$ cat config.mk
export PLATFORM = sky130hd
export DESIGN_NAME = glyph_string_draw
export DESIGN_NICKNAME = d
export VERILOG_FILES = /design/src/rtl/glyph_string_draw.sv
export SDC_FILE = /design/constraint.sdc
export NUM_CORES = 1
export LEC_CHECK = 0
export ABC_AREA = 1
export CORE_MARGIN = 2
export CORE_UTILIZATION = 52
export CTS_BUF_LIST = sky130_fd_sc_hd__clkbuf_16
export DETAILED_ROUTE_END_ITERATION = 7
export PLACE_DENSITY_LB_ADDON = 0.05
export SLEW_MARGIN = 20
export SYNTH_ARGS = -nofsm -noshare
export SYNTH_HDL_FRONTEND = slang
export SYNTH_SLANG_ARGS = --single-unit
$ cat constraint.sdc
create_clock -name clk -period 3.7 [get_ports clk]
set_input_delay 0.37 -clock clk [delete_from_list [all_inputs] [get_ports clk]]
set_output_delay 0.37 -clock clk [all_outputs]
set_load 0.1 [all_outputs]
$ cat src/rtl/glyph_string_draw.sv
// rtl/glyph_string_draw.sv - erase/redraw engine for a left-to-right string of monochrome glyph bitmaps
// Emits one registered pixel per cycle: an optional black erase of the previous string, then the new one.
module glyph_string_draw #(
   parameter int GLYPH_W    = 12,
   parameter int GLYPH_H    = 12,
   parameter int NUM_GLYPHS = 3,
   parameter int GAP        = 0
) (
   input  logic                                  clk,
   input  logic                                  resetn,
   input  logic [NUM_GLYPHS*GLYPH_W*GLYPH_H-1:0] glyphs,
   input  logic [7:0]                            x,
   input  logic [6:0]                            y,
   input  logic [2:0]                            colour_in,
   input  logic                                  start,
   input  logic                                  clear_req,
   output logic [7:0]                            x_out,
   output logic [6:0]                            y_out,
   output logic [2:0]                            colour,
   output logic                                  writeEn,
   output logic                                  busy,
   output logic                                  done
);
   localparam int P     = NUM_GLYPHS * GLYPH_W * GLYPH_H;
   localparam int CW    = (GLYPH_W > 1) ? $clog2(GLYPH_W) : 1;
   localparam int RW    = (GLYPH_H > 1) ? $clog2(GLYPH_H) : 1;
   localparam int GW    = (NUM_GLYPHS > 1) ? $clog2(NUM_GLYPHS) : 1;
   localparam int PITCH = GLYPH_W + GAP;

   localparam logic [1:0] IDLE  = 2'd0;
   localparam logic [1:0] CLEAR = 2'd1;
   localparam logic [1:0] DRAW  = 2'd2;
   localparam logic [1:0] DONE  = 2'd3;

   logic [1:0]    state;
   logic [GW-1:0] g_q, g_n;
   logic [RW-1:0] r_q, r_n;
   logic [CW-1:0] c_q, c_n;
   logic [P-1:0]  bits_q, bits_sh;
   logic [7:0]    new_x, old_x, pass_x, x_nxt;
   logic [6:0]    new_y, old_y, pass_y, y_nxt;
   logic [2:0]    new_col;
   logic          drawn, redraw, last;

   assign busy = (state != IDLE);
   assign done = (state == DONE);

   // Column innermost, then row, then glyph.
   always_comb begin
      c_n = c_q + 1'b1;
      r_n = r_q;
      g_n = g_q;
      if (c_q == CW'(GLYPH_W - 1)) begin
         c_n = '0;
         if (r_q == RW'(GLYPH_H - 1)) begin
            r_n = '0;
            g_n = g_q + 1'b1;
         end else begin
            r_n = r_q + 1'b1;
         end
      end
   end

   assign last = (g_q == GW'(NUM_GLYPHS - 1)) && (r_q == RW'(GLYPH_H - 1)) &&
                 (c_q == CW'(GLYPH_W - 1));

   // Erase walks the previously drawn origin; draw walks the newly latched one.
   assign pass_x  = (state == CLEAR) ? old_x : new_x;
   assign pass_y  = (state == CLEAR) ? old_y : new_y;
   assign x_nxt   = pass_x + 8'(int'(g_n) * PITCH) + 8'(c_n);
   assign y_nxt   = pass_y + 7'(r_n);
   // Bitmap order matches scan order, so the current pixel is always the MSB.
   assign bits_sh = bits_q << 1;

   always_ff @(posedge clk or negedge resetn) begin
      if (!resetn) begin
         state   <= IDLE;
         g_q     <= '0;
         r_q     <= '0;
         c_q     <= '0;
         bits_q  <= '0;
         new_x   <= '0;
         new_y   <= '0;
         new_col <= '0;
         old_x   <= '0;
         old_y   <= '0;
         drawn   <= 1'b0;
         redraw  <= 1'b0;
         x_out   <= '0;
         y_out   <= '0;
         colour  <= '0;
         writeEn <= 1'b0;
      end else begin
         case (state)
            IDLE: begin
               g_q <= '0;
               r_q <= '0;
               c_q <= '0;
               if (start) begin
                  bits_q  <= glyphs;
                  new_x   <= x;
                  new_y   <= y;
                  new_col <= colour_in;
                  redraw  <= 1'b1;
                  if (drawn) begin
                     state   <= CLEAR;
                     x_out   <= old_x;
                     y_out   <= old_y;
                     colour  <= '0;
                     writeEn <= 1'b1;
                  end else begin
                     state   <= DRAW;
                     x_out   <= x;
                     y_out   <= y;
                     colour  <= colour_in;
                     writeEn <= glyphs[P-1];
                  end
               end else if (clear_req) begin
                  redraw <= 1'b0;
                  if (drawn) begin
                     state   <= CLEAR;
                     x_out   <= old_x;
                     y_out   <= old_y;
                     colour  <= '0;
                     writeEn <= 1'b1;
                  end else begin
                     state <= DONE;
                  end
               end
            end
            CLEAR: begin
               if (last) begin
                  g_q <= '0;
                  r_q <= '0;
                  c_q <= '0;
                  if (redraw) begin
                     state   <= DRAW;
                     x_out   <= new_x;
                     y_out   <= new_y;
                     colour  <= new_col;
                     writeEn <= bits_q[P-1];
                  end else begin
                     state   <= DONE;
                     drawn   <= 1'b0;
                     colour  <= '0;
                     writeEn <= 1'b0;
                  end
               end else begin
                  g_q   <= g_n;
                  r_q   <= r_n;
                  c_q   <= c_n;
                  x_out <= x_nxt;
                  y_out <= y_nxt;
               end
            end
            DRAW: begin
               if (last) begin
                  state   <= DONE;
                  drawn   <= 1'b1;
                  old_x   <= new_x;
                  old_y   <= new_y;
                  colour  <= '0;
                  writeEn <= 1'b0;
               end else begin
                  g_q     <= g_n;
                  r_q     <= r_n;
                  c_q     <= c_n;
                  bits_q  <= bits_sh;
                  writeEn <= bits_sh[P-1];
                  x_out   <= x_nxt;
                  y_out   <= y_nxt;
               end
            end
            DONE:    state <= IDLE;
            default: state <= IDLE;
         endcase
      end
   end
endmodule

Yosys cells after proc, flatten, opt, wreduce, memory -nomap -nowiden --
Index checks and enable logic that the tools add are counted.
Operators by class: reductions and logical operators 18, add/sub/neg operators 6, eq/ne operators 14, multipliers 1, multiplexer cells 65
Operators with widths (number):
- $mux 432 | 2
- $pmux 432 s2 | 1
- $mux 8 | 8
- $mux 7 | 8
- $mux 4 | 7
- $pmux 4 s3 | 2
- $pmux 8 s3 | 1
- $mux 3 | 7
- $pmux 7 s3 | 1
- $mux 2 | 10
- $mux 1 | 13
- $ne 2x2->1 const B | 5
- $reduce_and 5->1 | 2
- $ne 3x3->1 const B | 3
- $pmux 3 s3 | 1
- $add 4x1->4 const B | 2
- $add 8x4->8 | 1
- $add 8x6->8 | 1
- $eq 4x4->1 const B | 2
- $pmux 2 s4 | 1
- $reduce_and 2->1 | 4
- $reduce_and 4->1 | 2
- $reduce_bool 2->1 | 4
- $add 7x4->7 | 1
- other kinds (11) | 15
Word-level totals: register bits 498

Longest topological paths before layout --
word-level depth 8, mapped depth 20

Worst setup path before layout --
Ideal clock, no wire load.
kind reg-to-reg, start register state[1], end register x_out[5], period minus slack after synthesis 3.061 ns, cell stages (with the launch flop) 16, setup slack 0.639 ns, required time 3.580 ns, arrival 2.941 ns, cell sequence dfrtp_1 -> inv_1 -> ha_1 -> clkbuf_1 -> clkbuf_1 -> clkbuf_1 -> o21ai_0 -> fa_1 -> fa_1 -> nand3_1 -> nand3_1 -> xor2_1 -> nand2_1 -> nand3_1 -> nand2_1 -> nand2_1
Between the ends: longest elaborated chain between the ends 6, elaborated cells on any way between the ends 15, those cells by class add/sub: 2; eq/ne: 6; mux: 4; reduce/logical: 3
RTL lines:
- from (decl) | RTL line 35 | logic [1:0] state;
- from (signal assigned) | RTL line 77 | state <= IDLE;
- from (signal assigned) | RTL line 106 | state <= CLEAR;
- from (signal assigned) | RTL line 112 | state <= DRAW;
- $eq 2x1->1 | RTL line 68, 94
- $mux 8 | RTL line 68 | assign pass_x = (state == CLEAR) ? old_x : new_x;
- $add 8x6->8 | RTL line 70 | assign x_nxt = pass_x + 8'(int'(g_n) * PITCH) + 8'(c_n);
- $add 8x4->8 | RTL line 70
- $mux 8 (on tied branches) | RTL line 157, 132
- $pmux 8 s3 | RTL line 94 | case (state)
- to (signal assigned) | RTL line 107 | x_out <= old_x;
- to (signal assigned) | RTL line 152 | x_out <= x_nxt;
- to (signal assigned) | RTL line 170 | x_out <= x_nxt;
- to (decl) | RTL line 17 | output logic [7:0] x_out,
Several ways; a longest one is shown, not always the timed one. The select of a mux whose other input is x is not followed. A chain may end at the register's enable or synchronous reset.

Worst setup path after layout --
start register c_q[0], end register x_out[4]
Between the ends: longest elaborated chain between the ends 7, elaborated cells on any way between the ends 14, those cells by class add/sub: 3; mul: 1; eq/ne: 3; mux: 5; reduce/logical: 2
RTL lines:
- from (decl) | RTL line 38 | logic [CW-1:0] c_q, c_n;
- from (signal assigned) | RTL line 151 | c_q <= c_n;
- from (signal assigned) | RTL line 167 | c_q <= c_n;
- $eq 4x4->1 | RTL line 53, 65
- $mux 2 | RTL line 53 | if (c_q == CW'(GLYPH_W - 1)) begin
- $mul 2x2->4 | RTL line 70
- $add 8x6->8 | RTL line 70
- $add 8x4->8 | RTL line 70
- $mux 8 (on tied branches) | RTL line 157, 132
- $pmux 8 s3 | RTL line 94
Several ways; a longest one is shown, not always the timed one. The select of a mux whose other input is x is not followed.

==> metrics.md <==
| Metric | Value |
|---|---|
| Clk sink count | `498` |
| Final core occ | `0.675` |
| Crit Path Max Fanout | `8` |
| CTS root buffer | `clkbuf_16` |
| WL/cell | `17.1 µm` |
| CTS tree | `done` |
| Die Y-Extent | `218 µm` |
| Status | `complete, no violations` |
| Via density | `5.42` |
| Area leader, netlist | `dfrtp_1` |
| Final Max Tran Viols | `0` |
| Nature of the critical path endpoint | `flop` |
| Tmin final | `3.24 ns` |
| Final Cycle Share | `0.874` |
| Avg Cell Area, Syn | `8.14 µm²` |
| Place WS | `0.522 ns` |
| First-pass GRT wire length | `107000 µm` |
| 1st-pass router iterations | `6` |
| Starting Density | `0.527` |
| Crit path kind | `reg -> reg` |
| Worst-margin pin slew | `1.12 ns` |
| P&R area growth vs syn | `28.1%` |
| Simple-gate share of the synthesized area | `0.254` |
| Ys flop type | `dfrtp_1` |
| Post-route insts no fill | `3949` |
| Sw Share | `0.214` |
| Gr ovfl total | `0` |
| DP Cell Count | `3827` |
| Pin count of the biggest net entering global routing | `195` |
| Cts hold-fix bufs | `1` |
| Synth Area in XOR/XNOR | `0.00184` |
| Seq/Total Area, Yosys | `0.522` |
| Power Density | `369 nW/µm²` |
| Fraction of layout cells with a size suffix above 1 | `0.0583` |
| Gate power share | `0.059` |
| Port bufs | `474` |
| CP startpoint kind | `flop` |
| Initial antenna violation count | `36` |
| Die Wd | `218 µm` |
| Cts bufs inserted | `53` |
| Register area | `12500 µm²` |
| Final net count | `3764` |
| Mux cell area share after synthesis | `0.00226` |
| Post-cts sizing count | `0` |
| Crit path from | `c_q[0]$_DFFE_PN0P_` |
| Ys async rst share | `1.00` |
| Relative slew slack | `0.253` |
| Flop pwr share | `0.483` |
| Post-detail-place hpwl | `46500 µm` |
| Reg2reg start | `c_q[0]$_DFFE_PN0P_` |
| Worst VDD drop | `324 µV` |
| Compound-Gate Fraction of Synth Area | `0.153` |
| Worst-path clk slew | `0.06 ns` |
| Final hold violation count | `0` |
| Yosys warnings | `0` |
| Post-CTS Setup Bufs | `0` |
| Vias in the first global route | `20.6k` |
| Full die area | `47600 µm²` |
| GRT Total Usage | `0.281` |
| Core ar. | `45300 µm²` |
| Clock Latency Late Sink | `0.61 ns` |
| Largest family of logic cells by synthesized area | `simple AND/OR/NAND/NOR gates` |
| Area of the multi-input gates | `10200 µm²` |
| EDFF count, synth | `0` |
| Post-synthesis register bit count | `498` |
| Post-synth design cell area | `23900 µm²` |
| DRC Markers | `0` |
| Htree depth | `2` |
| Post-DRT Antenna Nets | `0` |
| Critical path data arrival time | `3.71 ns` |
| Starting DRT DRC Count | `1748` |
| Setup slack after layout | `0.465 ns` |
| WP data required | `4.18 ns` |
| Leak | `14.5 nW` |
| CTS max path bufs | `3` |
| Setup TNS | `0 ns` |
| Post-synthesis cell type count | `28` |
| # IOs | `475` |
| Most common cell after layout, fill and taps aside | `nand2_1` |
| Yosys top cell area share | `0.522` |
| Max-cap violations | `0` |
| Placed Area | `28800 µm²` |
| Design area | `30600 µm²` |
| Syn_nets | `3409` |
| Routed vias | `21.4k` |
| F_max | `0.309 GHz` |
| GP Congestion | `0.844` |
| Beginning of the worst hold path | `glyphs[410]` |
| Switch Pwr | `2.41 mW` |
| Clk_skew | `0.0294 ns` |
| Number of core rows | `78` |
| Synth Instances | `2929` |
| Unrepaired setup endpoints after global routing | `false` |
| Post-Synth Adder-Cell Area | `0.0149` |
| Most frequent cells in the layout | `1051 x nand2_1, 498 x dfrtp_1, 472 x clkdlybuf4s50_1` |
| # setup viols final | `0` |
| Min-delay worst type | `in -> reg` |
| Fillers | `3769` |
| Clock Power Share | `0.458` |
| Internal power | `8.85 mW` |
| DRT Wirelength | `67600 µm` |
| Ranking of synthesized cells by area | `dfrtp_1 52%, nand2_1 17%, a31oi_1 9.5%` |
[final timing paths]
| path | cells after the start | slack (ns) | to |
|---|---|---|---|
| setup / recovery | 18 | 0.46 | x_out[4]$_DFFE_PN0P_ |
| hold / removal | 3 | 0.33 | bits_q[410]$_DFFE_PN0P_ |
| setup reg to reg | 18 | 0.46 | x_out[4]$_DFFE_PN0P_ |
| hold reg to reg | 2 | 0.49 | y_out[6]$_DFFE_PN0P_ |
| max in group asynchronous | 4 | 2.17 | bits_q[96]$_DFFE_PN0P_ |
| min in group asynchronous | 2 | 0.34 | old_x[1]$_DFFE_PN0P_ |
[cells in the mapped netlist (6+ instances only)]
library cell,instances
clkbuf_1,120
nand2_1,1052
buf_6,8
buf_2,86
inv_1,68
nor2_1,468
a31oi_2,70
ha_1,22
nand4_1,6
nand3_1,43
a21oi_1,33
o21ai_0,58
a31oi_1,364
dfrtp_1,498
[registers in the layout, summed over array words and instances, names as in the netlist]
name,count
bits_q,432
redraw,1
g_q,2
new_x,8
writeEn,1
old_x,8
colour,3
c_q,4
drawn,1
state,2
new_y,7
x_out,8
new_col,3
r_q,4
old_y,7
y_out,7
[power by group through the flow]
stage | Clock (mW) | Combinational, mW | Sequential [mW]
final | 5.16 | 0.663 | 5.45
after floorplan | 0 | 0.0119 | 5.55
after global routing | 5.50 | 0.706 | 5.44
after detailed placement | 0 | 0.666 | 5.55
after CTS | 5.26 | 0.671 | 5.45
after global placement | 0 | 0.670 | 5.55
[cell families (layout without fill, tap and decap cells)]
logic type | Yosys count | in the layout
and+or+nand+nor | 1579 | 1579
muxes | 5 | 5
other | 0 | 24
buffers and inverters | 284 | 680
DFF | 498 | 498
adders and majority gates | 26 | 26
AOI/OAI and AO/OA | 532 | 532
xor gates and xnor gates | 5 | 5
[cell type report]
cell class | instances | share of cell area
antenna | 24 | 0.00197
clock buffer | 54 | 0.0442
clock inverter | 42 | 0.0103
inverter | 70 | 0.00884
multi-input combinational | 2147 | 0.333
sequential | 498 | 0.408
tap | 600 | 0.0246
timing repair buffer | 514 | 0.170
[stage by stage]
step                hold slack, ns  total power, mW
floorplan                   0.0744             5.56
global placement             0.372             6.22
detailed placement           0.378             6.21
CTS                          0.302             11.4
global route                 0.318             11.6
finish                       0.330             11.3
[worst max-delay path, cell delays in order, from the launching register on]
cell and delay [ns]:
dfrtp_1 0.40, ha_1 0.22, nand3_2 0.14, inv_1 0.21
nand2_1 0.15, nand2_1 0.09, o21a_1 0.17, nand2_1 0.06
inv_1 0.08, nor2_1 0.06, fa_1 0.47, ha_1 0.39
nand2_1 0.12, nand3_1 0.10, xor2_1 0.16, nand2_1 0.08
nand3_1 0.09, nand2_1 0.07, nand2_1 0.05
[routing by layer]
metal | part of all wire | GRT usage | vias to the layer above
li1 | - | - | 10400
met4 | 0.035 | 0.130 | 26
met3 | 0.075 | 0.0749 | 146
met2 | 0.47 | 0.440 | 640
met5 | 0.0025 | 0 | -
met1 | 0.41 | 0.366 | 10200
No activity file was read; power rests on OpenSTA's default activity.
